## src/rtl/i2s_clk_ctrl.sv

```systemverilog
// I2S clock controller: generates SCLK/LRCLK from the system clock with a
// frame-aligned start/stop FSM. It also forwards FIFO samples to the transmitter
// and substitutes a mute frame on underrun.
module i2s_clk_ctrl #(
  parameter int unsigned DW       = 24,
  parameter int unsigned SLOT     = 32,
  parameter int unsigned SCLK_DIV = 4
) (
  input  logic          clk,
  input  logic          rst,
  input  logic          en,
  output logic          sclk,
  output logic          lrclk,
  input  logic          tx_rd_en,
  output logic          tx_rd_valid,
  output logic [DW-1:0] tx_l,
  output logic [DW-1:0] tx_r,
  input  logic          fifo_empty,
  output logic          fifo_rd_en,
  input  logic          fifo_rd_valid,
  input  logic [DW-1:0] fifo_l,
  input  logic [DW-1:0] fifo_r,
  output logic          running,
  output logic          underrun,
  output logic [15:0]   underrun_cnt,
  input  logic          clr
);

  localparam int unsigned DivW = (SCLK_DIV > 2) ? $clog2(SCLK_DIV) : 1;
  localparam int unsigned BitW = $clog2(2 * SLOT);

  localparam logic [DivW-1:0] DivMax  = DivW'(SCLK_DIV - 1);
  localparam logic [DivW-1:0] DivHalf = DivW'(SCLK_DIV / 2);
  localparam logic [BitW-1:0] BitMax  = BitW'(2 * SLOT - 1);
  localparam logic [BitW-1:0] SlotB   = BitW'(SLOT);

  typedef enum logic [1:0] {StIdle, StRun, StDrain} state_e;

  state_e          state_q, state_d;
  logic [DivW-1:0] div_q, div_d;
  logic [BitW-1:0] bit_q, bit_d;
  logic            sclk_q, sclk_d;
  logic            lrclk_q, lrclk_d;
  logic            running_q, running_d;
  logic            mute_q, mute_d;
  logic            tx_valid_q, tx_valid_d;
  logic [DW-1:0]   tx_l_q, tx_l_d;
  logic [DW-1:0]   tx_r_q, tx_r_d;
  logic            underrun_q, underrun_d;
  logic [15:0]     ur_cnt_q, ur_cnt_d;

  logic div_wrap;
  logic frame_wrap;
  logic ur_event;

  // Next-state for the clock FSM, divider and bit counter
  always_comb begin
    state_d    = state_q;
    div_d      = div_q;
    bit_d      = bit_q;
    sclk_d     = sclk_q;
    lrclk_d    = lrclk_q;
    div_wrap   = (div_q == DivMax);
    frame_wrap = div_wrap && (bit_q == BitMax);

    unique case (state_q)
      StIdle:  if (en) state_d = StRun;
      StRun:   if (!en) state_d = StDrain;
      StDrain: begin
        if (en) begin
          state_d = StRun;
        end else if (frame_wrap) begin
          state_d = StIdle;
        end
      end
      default: state_d = StIdle;
    endcase

    // Counting only continues while we stay active; entering RUN from IDLE
    // starts from the idle values so the first RUN cycle has sclk=0.
    if ((state_q != StIdle) && (state_d != StIdle)) begin
      div_d  = div_wrap ? '0 : div_q + DivW'(1);
      sclk_d = (div_d >= DivHalf);
      if (div_wrap) begin
        bit_d   = (bit_q == BitMax) ? '0 : bit_q + BitW'(1);
        // LRCLK takes the slot of the bit just finished, so it leads the
        // data by one SCLK as I2S requires.
        lrclk_d = (bit_q >= SlotB);
      end
    end else begin
      div_d   = '0;
      bit_d   = '0;
      sclk_d  = 1'b0;
      lrclk_d = 1'b1;
    end

    running_d = (state_d != StIdle);
  end

  assign fifo_rd_en = tx_rd_en & ~fifo_empty & running_q & ~rst;
  assign ur_event   = tx_rd_en & fifo_empty & running_q;

  // Next-state for the sample path and underrun bookkeeping
  always_comb begin
    mute_d     = ur_event;
    tx_valid_d = fifo_rd_valid | mute_q;
    tx_l_d     = mute_q ? '0 : fifo_l;
    tx_r_d     = mute_q ? '0 : fifo_r;
    underrun_d = underrun_q;
    ur_cnt_d   = ur_cnt_q;
    if (clr) begin
      // A coincident event survives the clear as the first event counted.
      underrun_d = ur_event;
      ur_cnt_d   = ur_event ? 16'd1 : 16'd0;
    end else if (ur_event) begin
      underrun_d = 1'b1;
      if (ur_cnt_q != 16'hFFFF) ur_cnt_d = ur_cnt_q + 16'd1;
    end
  end

  // All state registers; reset wins over every input
  always_ff @(posedge clk) begin
    if (rst) begin
      state_q    <= StIdle;
      div_q      <= '0;
      bit_q      <= '0;
      sclk_q     <= 1'b0;
      lrclk_q    <= 1'b1;
      running_q  <= 1'b0;
      mute_q     <= 1'b0;
      tx_valid_q <= 1'b0;
      tx_l_q     <= '0;
      tx_r_q     <= '0;
      underrun_q <= 1'b0;
      ur_cnt_q   <= '0;
    end else begin
      state_q    <= state_d;
      div_q      <= div_d;
      bit_q      <= bit_d;
      sclk_q     <= sclk_d;
      lrclk_q    <= lrclk_d;
      running_q  <= running_d;
      mute_q     <= mute_d;
      tx_valid_q <= tx_valid_d;
      tx_l_q     <= tx_l_d;
      tx_r_q     <= tx_r_d;
      underrun_q <= underrun_d;
      ur_cnt_q   <= ur_cnt_d;
    end
  end

  assign sclk         = sclk_q;
  assign lrclk        = lrclk_q;
  assign running      = running_q;
  assign tx_rd_valid  = tx_valid_q;
  assign tx_l         = tx_l_q;
  assign tx_r         = tx_r_q;
  assign underrun     = underrun_q;
  assign underrun_cnt = ur_cnt_q;

endmodule

```

## config.mk

```make
export PLATFORM = sky130hd
export DESIGN_NAME = i2s_clk_ctrl
export DESIGN_NICKNAME = d
export VERILOG_FILES = /design/src/rtl/i2s_clk_ctrl.sv
export SDC_FILE = /design/constraint.sdc
export NUM_CORES = 1
export LEC_CHECK = 0
export CORE_ASPECT_RATIO = 0.5
export CORE_MARGIN = 4
export CORE_UTILIZATION = 44
export CTS_CLUSTER_DIAMETER = 150
export DETAILED_ROUTE_END_ITERATION = 10
export PLACE_DENSITY_LB_ADDON = 0.08
export SYNTH_ARGS = -nofsm -noshare
export SYNTH_HDL_FRONTEND = slang
export SYNTH_SLANG_ARGS = --single-unit
```

## constraint.sdc

```tcl
create_clock -name clk -period 3.85 [get_ports clk]
set_input_delay 0.77 -clock clk [delete_from_list [all_inputs] [get_ports clk]]
set_output_delay 0.77 -clock clk [all_outputs]
set_load 0.03 [all_outputs]
```

==> results.cfg <==
[final_layout]
area_growth_pct = 58.0
final_area_um2 = 4400
final_nets = 455
antenna_cells = 0
final_util_pct = 72.1
drive_above_1_share_pct = 7.48

[global_routing]
use_met1_pct = 20.4
overflow = 0
use_met3_pct = 10.9
grt_most_used_layer = met2
antenna_found_initial = 0
use_met2_pct = 32.9
grt_pass1_vias = 2542
grt_usage_pct = 19.6
grt_pass1_wl_um = 11900
grt_max_degree = 47

[route]
drc_errors = 0
vias_per_cell = 4.88
ant_nets = 0
via_count = 2387
drt_iter0_markers = 129
wl_um = 7170
wl_per_cell_um = 14.7
dr.pass1.iters = 4

[die]
fp-row-count = 20
dieArea_um2 = 7740
die_y_um = 64.3
initial_core_util_pct = 45.6
core_um2 = 6110
die_w_um = 121
io_pins = 125

[sta]
finalMaxSlewViolations = 0
fmaxAchievable_mhz = 336
fin_tns_setup_ps = 0
finalCritPeriodShare_pct = 77.3
fin_skew_ps = 3.69
worstMarginPinSlew_ps = 848
min_period_ps = 2980
setup_viol = 0
fin_ws_ps = 873
hold_violations = 0
max_slew_margin_pct = 43.1
rsz0062_at_grt = no

[critical_path]
worstPathArrival_ps = 2210
worstSetupStartpointType = primary input
critPathRequiredTime_ps = 3080
worstPathMaxFanout = 13
path_class = in2out
cpLargestDelayFamily = buffers and inverters
cp_cell_sequence = clkdlybuf4s50_1, buf_4, nor3_1, clkdlybuf4s50_1
cpMostUsedCell = clkdlybuf4s50_1
crit_slowest_cell = clkdlybuf4s50_1
worst-path-buf-inv = 3
cp-end-kind = output port
max_stage_delay_ps = 690

[clock_network]
cts_max_level = 3
postCtsSetupRepairBufs = 0
cts.clk_slew.worst_paths_ps = 60
cts_made_buffers = 9
cts_hold_buf = 0
clk_latency_ps = 330
clk_root_buffer_cell = clkbuf_16
clock_path_buffers = 2
clock_sinks = 79
ctsResizeCount = 0
cts_tree = yes

[placed_design]
finalWeightedCongestion = 0.798
place_hpwl_um = 5270
port-buffer-count = 124
dp_slack_ps = 864
placement.cell_area_um2 = 4110

[outcome]
status = finished clean

[synth]
yosys.area.top_type_share_pct = 56.8
async_reset_ff_share_pct = 0
yosysMostFrequentCell = dfxtp_1
synth_top_flop_cell = dfxtp_1
synth_nets = 328
ys_types = 45
synth_top_cell_by_area = dfxtp_1
ys_top_cells_by_area = dfxtp_1 (57%), and2_1 (11%), nand2_1 (2.3%)
yosysSeqAreaShare_pct = 56.8
synth-edff-count = 0
synth_common_cells = dfxtp_1 (79), and2_1 (49), nand2_1 (17)
yosys_warnings = 0
syn_area_um2 = 2790
ys_ff_latch = 79
syn_area_per_cell_um2 = 10.4
syn-instance-count = 269

[power_and_ir_drop]
power_leakage_nw = 1.62
ir_worst_vdd_uv = 340
p_total_mw = 1.93
powerDensity_nw_per_um2 = 438

[hold_path]
min_path_type = reg2reg

[flow_run]
maxCapViolCount = 0
-- area by class of cell --
type,count,area (µm²)
clock buffer,12,246
clock inverter,4,45.0
fill,470,1700
inverter,6,22.5
multi-input combinational,174,1140
sequential,79,1580
tap,88,110
timing repair buffer,126,1260
-- where the power goes --
group | leakage (nW) | switching, mW | total, mW | internal [mW]
Sequential | 0.651 | 0.0110 | 0.862 | 0.851
Clock | 0.146 | 0.318 | 0.835 | 0.517
Combinational | 0.827 | 0.111 | 0.230 | 0.118
-- logic make-up after synthesis --
family,count (synthesis),synth area share (%)
AND/OR/NAND/NOR,116,24.9
flip-flops,79,56.8
AO/OA/AOI/OAI,46,11.5
buffers and inverters,16,2.38
XOR/XNOR,5,1.57
adder cells (fa/ha/maj),4,1.80
multiplexers,3,1.08
-- registers in the layout, indices dropped and copies added (netlist names) --
name	count
tx_l	24
tx_r	24
underrun_cnt	16
bit_q	6
div_q	2
state_q	2
lrclk	1
mute_q	1
running	1
tx_rd_valid	1
underrun	1
-- placed cells by master (no fill, tap or decap), drive strengths merged, types with 4 or more instances in the layout --
master	count
a2111o	5
inv	6
nand4	6
clkdlybuf4s50	124
ha	4
nand2	17
nor2	13
nand3	5
dfxtp	79
o31ai	4
o21ai	11
nor3	5
clkbuf	12
a21oi	12
and2	50
-- routing by layer --
| layer | routed length (µm) | share of wire, % |
|---|---|---|
| met4 | 108 | 1.5 |
| met1 | 2850 | 40 |
| met2 | 3450 | 48 |
| met5 | 0 | 0 |
| met3 | 765 | 11 |
-- per-stage QoR --
step | hold slack, ps | cells
final | 436 | 489
after global routing | 461 | 489
after CTS | 442 | 489
after detailed placement | 429 | 473
after global placement | 411 | 473
after floorplan | 402 | 269
-- path summary, 6_finish.rpt --
kind | start | end | slack (ps) | cells after the start
hold reg to reg | div_q[0] | div_q[0] | 440 | 1
setup reg to reg | underrun_cnt[1] | underrun_cnt[0] | 1750 | 5
setup / recovery | rst | fifo_rd_en | 870 | 4
hold / removal | div_q[0] | div_q[0] | 440 | 1
Note: power is estimated with default switching activity, not from simulation.
